File: src/rtl/uart_tx_cfg.sv
// uart_tx_cfg -- runtime-configurable UART transmitter with a transmit FIFO.
//
// Frame format is chosen per frame and sampled when the frame is popped:
// start bit, 5..DATA_WIDTH data bits (LSB first), optional even/odd parity,
// then 1 or 2 stop bits. Every bit lasts baud_div_i clock cycles.
//
// Ports:
//   clk_i, rst_ni   system clock, asynchronous active-low reset
//   baud_div_i      clocks per bit (0 behaves as 1)
//   data_len_i      data bits per frame, clamped to 5..DATA_WIDTH
//   parity_en_i     append a parity bit
//   parity_odd_i    1 = odd parity, 0 = even parity
//   stop2_i         1 = two stop bits
//   tx_we_i, din_i  FIFO write strobe and data
//   tx_en_i         allow new frames to start
//   tx_bit_o        serial line, idles high, driven from a flop
//   empty_o, full_o, count_o   registered FIFO status
//   busy_o          a frame is on the line
//   done_o          one-cycle pulse on the last cycle of a frame
//   overflow_o      sticky; a write was dropped because the FIFO was full
module uart_tx_cfg #(
  parameter int DATA_WIDTH = 8,
  parameter int FIFO_DEPTH = 16,
  parameter int BAUD_W     = 16
) (
  input  logic                          clk_i,
  input  logic                          rst_ni,
  input  logic [BAUD_W-1:0]             baud_div_i,
  input  logic [3:0]                    data_len_i,
  input  logic                          parity_en_i,
  input  logic                          parity_odd_i,
  input  logic                          stop2_i,
  input  logic                          tx_we_i,
  input  logic [DATA_WIDTH-1:0]         din_i,
  input  logic                          tx_en_i,
  output logic                          tx_bit_o,
  output logic                          empty_o,
  output logic                          full_o,
  output logic [$clog2(FIFO_DEPTH):0]   count_o,
  output logic                          busy_o,
  output logic                          done_o,
  output logic                          overflow_o
);

  localparam int AW = $clog2(FIFO_DEPTH);
  localparam int CW = AW + 1;
  localparam logic [3:0] MIN_LEN = 4'd5;
  localparam logic [3:0] MAX_LEN = 4'(DATA_WIDTH);

  typedef enum logic [2:0] {IDLE, START, DATA, PARITY, STOP} state_e;

  // ---------------------------------------------------------------- FIFO
  logic [DATA_WIDTH-1:0] mem [FIFO_DEPTH];
  logic [AW-1:0]         wr_ptr_q, rd_ptr_q;
  logic [CW-1:0]         count_q, count_d;
  logic                  empty_q, full_q, overflow_q;
  logic                  push, pop;
  logic [DATA_WIDTH-1:0] head;

  assign head = mem[rd_ptr_q];
  // A pop frees the slot in the same cycle, so a write at full still lands.
  assign push = tx_we_i && (!full_q || pop);

  always_comb begin
    unique case ({push, pop})
      2'b10:   count_d = count_q + CW'(1);
      2'b01:   count_d = count_q - CW'(1);
      default: count_d = count_q;
    endcase
  end

  // NOTE: sequential state uses non-blocking (<=) so every flop samples the
  // pre-edge values; blocking assignments here would create ordering races.
  always_ff @(posedge clk_i or negedge rst_ni) begin
    if (!rst_ni) begin
      wr_ptr_q   <= '0;
      rd_ptr_q   <= '0;
      count_q    <= '0;
      empty_q    <= 1'b1;
      full_q     <= 1'b0;
      overflow_q <= 1'b0;
    end else begin
      if (push) wr_ptr_q <= wr_ptr_q + AW'(1);
      if (pop)  rd_ptr_q <= rd_ptr_q + AW'(1);
      count_q <= count_d;
      empty_q <= (count_d == '0);
      full_q  <= (count_d == CW'(FIFO_DEPTH));
      if (tx_we_i && !push) overflow_q <= 1'b1;
    end
  end

  // NOTE: the storage array has no reset; resetting the pointers already
  // discards its contents, and a reset here would defeat RAM inference.
  always_ff @(posedge clk_i) begin
    if (push) mem[wr_ptr_q] <= din_i;
  end

  // ------------------------------------------------ per-frame config decode
  logic [3:0]        len_c;
  logic [BAUD_W-1:0] b_m1_c;
  logic              par_c;

  // NOTE: every variable assigned in always_comb gets a value on every path
  // (defaults first); a missed path would infer a latch.
  always_comb begin
    if (data_len_i < MIN_LEN)      len_c = MIN_LEN;
    else if (data_len_i > MAX_LEN) len_c = MAX_LEN;
    else                           len_c = data_len_i;
    b_m1_c = (baud_div_i == '0) ? '0 : baud_div_i - BAUD_W'(1);
    // Parity covers only the bits that will actually be sent.
    par_c = parity_odd_i;
    for (int i = 0; i < DATA_WIDTH; i++) begin
      if (i < int'(len_c)) par_c = par_c ^ head[i];
    end
  end

  // ---------------------------------------------------------------- FSM
  state_e                state_q, state_d;
  logic [BAUD_W-1:0]     cnt_q, cnt_d, b_m1_q;
  logic [3:0]            len_q, bits_q, bits_d;
  logic [DATA_WIDTH-1:0] shreg_q, shreg_d;
  logic                  par_en_q, par_bit_q, stop2_q;
  logic                  stop_second_q, stop_second_d;
  logic                  tx_q, tx_d;
  logic                  tick, can_start, last_stop;

  assign tick      = (cnt_q == '0);
  assign can_start = tx_en_i && !empty_q;
  assign last_stop = (state_q == STOP) && tick && (!stop2_q || stop_second_q);

  // tx_d is the line value for the cycle after the edge, so the line itself
  // comes straight off tx_q.
  always_comb begin
    state_d       = state_q;
    cnt_d         = cnt_q;
    bits_d        = bits_q;
    shreg_d       = shreg_q;
    stop_second_d = stop_second_q;
    tx_d          = tx_q;
    pop           = 1'b0;
    unique case (state_q)
      IDLE: begin
        tx_d = 1'b1;
        if (can_start) begin
          pop     = 1'b1;
          state_d = START;
          cnt_d   = b_m1_c;
          shreg_d = head;
          tx_d    = 1'b0;
        end
      end
      START: begin
        if (tick) begin
          state_d = DATA;
          cnt_d   = b_m1_q;
          bits_d  = len_q - 4'd1;
          tx_d    = shreg_q[0];
        end else cnt_d = cnt_q - BAUD_W'(1);
      end
      DATA: begin
        if (tick) begin
          cnt_d = b_m1_q;
          if (bits_q == '0) begin
            if (par_en_q) begin
              state_d = PARITY;
              tx_d    = par_bit_q;
            end else begin
              state_d       = STOP;
              stop_second_d = 1'b0;
              tx_d          = 1'b1;
            end
          end else begin
            bits_d  = bits_q - 4'd1;
            shreg_d = shreg_q >> 1;
            tx_d    = shreg_q[1];
          end
        end else cnt_d = cnt_q - BAUD_W'(1);
      end
      PARITY: begin
        if (tick) begin
          state_d       = STOP;
          cnt_d         = b_m1_q;
          stop_second_d = 1'b0;
          tx_d          = 1'b1;
        end else cnt_d = cnt_q - BAUD_W'(1);
      end
      STOP: begin
        if (!tick) begin
          cnt_d = cnt_q - BAUD_W'(1);
        end else if (!last_stop) begin
          stop_second_d = 1'b1;
          cnt_d         = b_m1_q;
        end else if (can_start) begin
          // Back-to-back: the next start bit follows the stop bit directly.
          pop     = 1'b1;
          state_d = START;
          cnt_d   = b_m1_c;
          shreg_d = head;
          tx_d    = 1'b0;
        end else begin
          state_d = IDLE;
          tx_d    = 1'b1;
        end
      end
      default: begin
        state_d = IDLE;
        tx_d    = 1'b1;
      end
    endcase
  end

  always_ff @(posedge clk_i or negedge rst_ni) begin
    if (!rst_ni) begin
      state_q       <= IDLE;
      cnt_q         <= '0;
      bits_q        <= '0;
      shreg_q       <= '0;
      stop_second_q <= 1'b0;
      tx_q          <= 1'b1;
      b_m1_q        <= '0;
      len_q         <= MIN_LEN;
      par_en_q      <= 1'b0;
      par_bit_q     <= 1'b0;
      stop2_q       <= 1'b0;
    end else begin
      state_q       <= state_d;
      cnt_q         <= cnt_d;
      bits_q        <= bits_d;
      shreg_q       <= shreg_d;
      stop_second_q <= stop_second_d;
      tx_q          <= tx_d;
      // Configuration is captured only as a frame is popped.
      if (pop) begin
        b_m1_q    <= b_m1_c;
        len_q     <= len_c;
        par_en_q  <= parity_en_i;
        par_bit_q <= par_c;
        stop2_q   <= stop2_i;
      end
    end
  end

  assign tx_bit_o   = tx_q;
  assign empty_o    = empty_q;
  assign full_o     = full_q;
  assign count_o    = count_q;
  assign busy_o     = (state_q != IDLE);
  assign done_o     = last_stop;
  assign overflow_o = overflow_q;

endmodule
File: config.mk
export PLATFORM = sky130hd
export DESIGN_NAME = uart_tx_cfg
export DESIGN_NICKNAME = d
export VERILOG_FILES = /design/src/rtl/uart_tx_cfg.sv
export SDC_FILE = /design/constraint.sdc
export NUM_CORES = 1
export LEC_CHECK = 0
export ABC_AREA = 1
export CAP_MARGIN = 20
export CORE_MARGIN = 2
export CORE_UTILIZATION = 34
export CTS_CLUSTER_SIZE = 8
export DETAILED_ROUTE_END_ITERATION = 10
export GPL_TIMING_DRIVEN = 0
export SKIP_LAST_GASP = 1
export SLEW_MARGIN = 0
export SYNTH_ARGS = -nofsm -noshare
export SYNTH_HDL_FRONTEND = slang
export SYNTH_SLANG_ARGS = --single-unit
File: constraint.sdc
create_clock -name clk_i -period 6.6 [get_ports clk_i]
set_input_delay 1.32 -clock clk_i [delete_from_list [all_inputs] [get_ports clk_i]]
set_output_delay 1.32 -clock clk_i [all_outputs]
set_load 0.03 [all_outputs]
==> out/qor.csv <==
stage,metric,value,unit
status,status,"finished, final reports clean",
logic_synthesis,synthesized cell area,10300,µm²
floorplanning,Die Height,178,µm
clock_tree,clk sinks,200,
grt,number of global-route vias before repair,7716,
timing,Max Slew Vio Count,0,
routing,initial DRC count,631,
power,Lkg Pwr,5.07,nW
floorplanning,starting density of the core,0.346,
layout,final instance area,11800,µm²
routing,Avg WL per Cell,16.3,µm
logic_synthesis,Syn Inst Count,1200,
floorplanning,top-level port count,46,
logic_synthesis,yosys warns,0,
timing,final worst-path cycle share,0.713,
timing,Tmin final,4.71,ns
hold_path,Min-Delay Path Depth,2,
routing,Residual DRC,0,
logic_synthesis,synth cell count leaders,"374 x nand2_1, 147 x nor2_1, 128 x edfxtp_1",
layout,number of inserted diodes,0,
layout,share of layout cells above drive strength 1,0.0782,
clock_tree,maximum clock path buffer count,2,
place,Post-DP HPWL,18900,µm
setup_path,r2r worst-path depth,24,
floorplanning,Chip Width,178,µm
logic_synthesis,"count leader, synth",nand2_1,
timing,Worst Tran Pin Value,0.934,ns
routing,DR vias/cell,4.86,
timing,setup ws final,1.89,ns
logic_synthesis,number of synthesized flops with an enable pin,128,
place,DP Cell Count,1636,
clock_tree,CTS tree,done,
layout,Post-Route Utilization,0.398,
place,gpl congestion,0.875,
floorplanning,core area,29700,µm²
setup_path,crit path capture type,register,
setup_path,crit-path max FO,10,
setup_path,Worst path slowest cell,clkdlybuf4s50_1,
setup_path,crit path kind,in -> reg,
timing,normalized max-slew margin,0.375,
timing,# setup viols final,0,
clock_tree,TritonCTS Buffers,17,
routing,WL final,27200,µm
logic_synthesis,synth top area cells,"edfxtp_1 37%, dfrtp_1 17%, nand2_1 14%, nor2_1 5.4%, nand3_1 4.3%",
clock_tree,clk_lat worst skew,0.44,ns
floorplanning,row cnt,63,
routing,drt first pass iters,5,
logic_synthesis,Main synth FF type,edfxtp_1,
setup_path,critical path arrival,5.08,ns
clock_tree,post-cts resize count,0,
setup_path,Critical Path RT,6.97,ns
clock_tree,CTS root buffer,clkbuf_16,
place,Placed Area,11300,µm²
clock_tree,CTS H-tree depth,4,
setup_path,Worst path most repeated cell,inv_1,
layout,Final Non-Filler Cells,1668,
timing,Final Hold Fails,0,
grt,Tot GR Track Use,0.178,
logic_synthesis,"flops & latches, synth",200,
logic_synthesis,ys async rst share,0.360,
setup_path,crit path cell chain,clkdlybuf4s50_1 > inv_1 > nor2_1 > inv_1 > nor2_1 > inv_1 > nand2_2 > nand2_4 > nor2_8 > inv_2 > nand2_4 > nand2_4 > buf_6 > ha_1 > fa_1 > nand2_1 > nand2_1 > a21oi_1 > inv_1 > a21oi_1 > o21ai_0 > xnor2_1 > and3_1,
setup_path,startpoint types,input port,
timing,TNS Setup,0,ns
routing,vias post-DR,8113,
clock_tree,clk slew on worst S/H paths,0.08,ns
layout,Nets,1313,
layout,"Area growth, synth to finish",15.1,%
clock_tree,Post-CTS Setup Bufs,0,
grt,first-pass GRT wire length,43100,µm
power,Worst VDD drop,0.202,mV
power,PwrDens,450,nW/µm²
logic_synthesis,"Seq/Total Area, Yosys",0.549,
hold_path,Hold WC Path Type,reg -> reg,
setup_path,Worst path max stage delay,0.45,ns
timing,Fmax,0.212,GHz
floorplanning,die area,31700,µm²
place,setup slack at placement,1.42,ns
logic_synthesis,syn_nets,1248,
grt,grt ovf,0,
timing,unrepaired setup endpoints after global routing,false,
grt,largest net degree at the start of global routing,52,
logic_synthesis,Netlist cell types,47,
job,max cap viols,0,
logic_synthesis,largest area contributor in the netlist,edfxtp_1,
routing,Detail Route Antenna Nets,0,
logic_synthesis,Synth top area share,0.373,
logic_synthesis,Synth Area per Inst,8.58,µm²
clock_tree,CTS Hold Bufs,0,
place,port bufs,45,
timing,Worst Skew,0.0168,ns
grt,initial antenna violation count,0,
==> layout by cell type (no fill, tap or decap), types with 3 or more instances in the layout <==
master             n
a21oi_1           42
a31oi_1            4
buf_2             13
buf_6              5
clkbuf_1          20
clkbuf_16         17
clkdlybuf4s50_1   44
clkinv_1           6
dfrtp_1           68
dfstp_2            4
edfxtp_1         128
ha_1              12
inv_1            110
inv_2              5
inv_6              4
inv_8              3
nand2_1          374
nand2_2            3
nand2_4            4
nand3_1           88
nand4_1            3
nor2_1           147
nor2_2             5
nor3_1             3
o211ai_1           8
o21ai_0           80
o21ai_2           11
or2_2              7
xnor2_1            6
xor2_1            20
==> metal layers <==
| layer | part of all wire | up-vias | global-route usage |
|---|---|---|---|
| met4 | 0.025 | 0 | 0.0598 |
| met5 | 0 | - | 0 |
| li1 | - | 4042 | - |
| met1 | 0.45 | 3805 | 0.246 |
| met2 | 0.47 | 226 | 0.290 |
| met3 | 0.053 | 40 | 0.0243 |
==> flip-flops by register name, summed over array words and instances, names as in the netlist, 3 cells and up <==
signal and flops:
wr_ptr_q 4, b_m1_q 16, shreg_q 8, len_q 4, state_q 3, cnt_q 16
mem 128, bits_q 4, rd_ptr_q 4, count_o 5
==> path summary, 6_finish.rpt <==
check,startpoint,end,slack (ns)
max,tx_en_i,full_o,1.89
min,b_m1_q[3],b_m1_q[3],0.49
max reg2reg,cnt_q[0],full_o,2.69
min reg2reg,b_m1_q[3],b_m1_q[3],0.49
max in group asynchronous,rst_ni,len_q[2],5.19
min in group asynchronous,rst_ni,b_m1_q[4],0.77
==> power by group <==
part	total, mW	leakage [nW]	switching (mW)	internal (mW)
sequential	1.82	2.03	0.187	1.63
clock	1.06	0.286	0.516	0.541
combinational	2.45	2.75	1.66	0.788
total	5.32	5.07	2.36	2.96
==> cell families (layout without fill, tap and decap cells) <==
kind of cell | Yosys count | count (layout) | synth area share
compound gates | 156 | 156 | 0.0850
xor+xnor | 26 | 26 | 0.0221
fa+ha+maj | 13 | 13 | 0.0165
buf+inv | 157 | 235 | 0.0628
flops | 200 | 200 | 0.549
mux | 3 | 3 | 0.00304
simple gates | 645 | 645 | 0.261
==> metrics by stage <==
step	total power, mW	hold slack [ns]
3_3_place_gp	4.23	0.452
3_5_place_dp	4.28	0.459
6_report	5.32	0.485
2_1_floorplan	3.52	0.437
4_1_cts	5.34	0.484
5_1_grt	5.74	0.504
==> layout make-up <==
| class | instances | area [µm²] |
|---|---|---|
| buffer | 37 | 196 |
| clock buffer | 19 | 433 |
| clock inverter | 13 | 153 |
| fill | 2891 | 17900 |
| inverter | 120 | 450 |
| multi-input combinational | 843 | 4000 |
| sequential | 200 | 5650 |
| tap | 390 | 488 |
| timing repair buffer | 46 | 475 |
==> worst max-delay path: cells and delay by family <==
kind | cells | cell delay, ns
compound gates | 3 | 0.34
fa+ha+maj | 2 | 0.71
buf+inv | 7 | 1.04
simple gates | 10 | 1.44
xor+xnor | 1 | 0.24
Power figures use the tool's default switching activity.
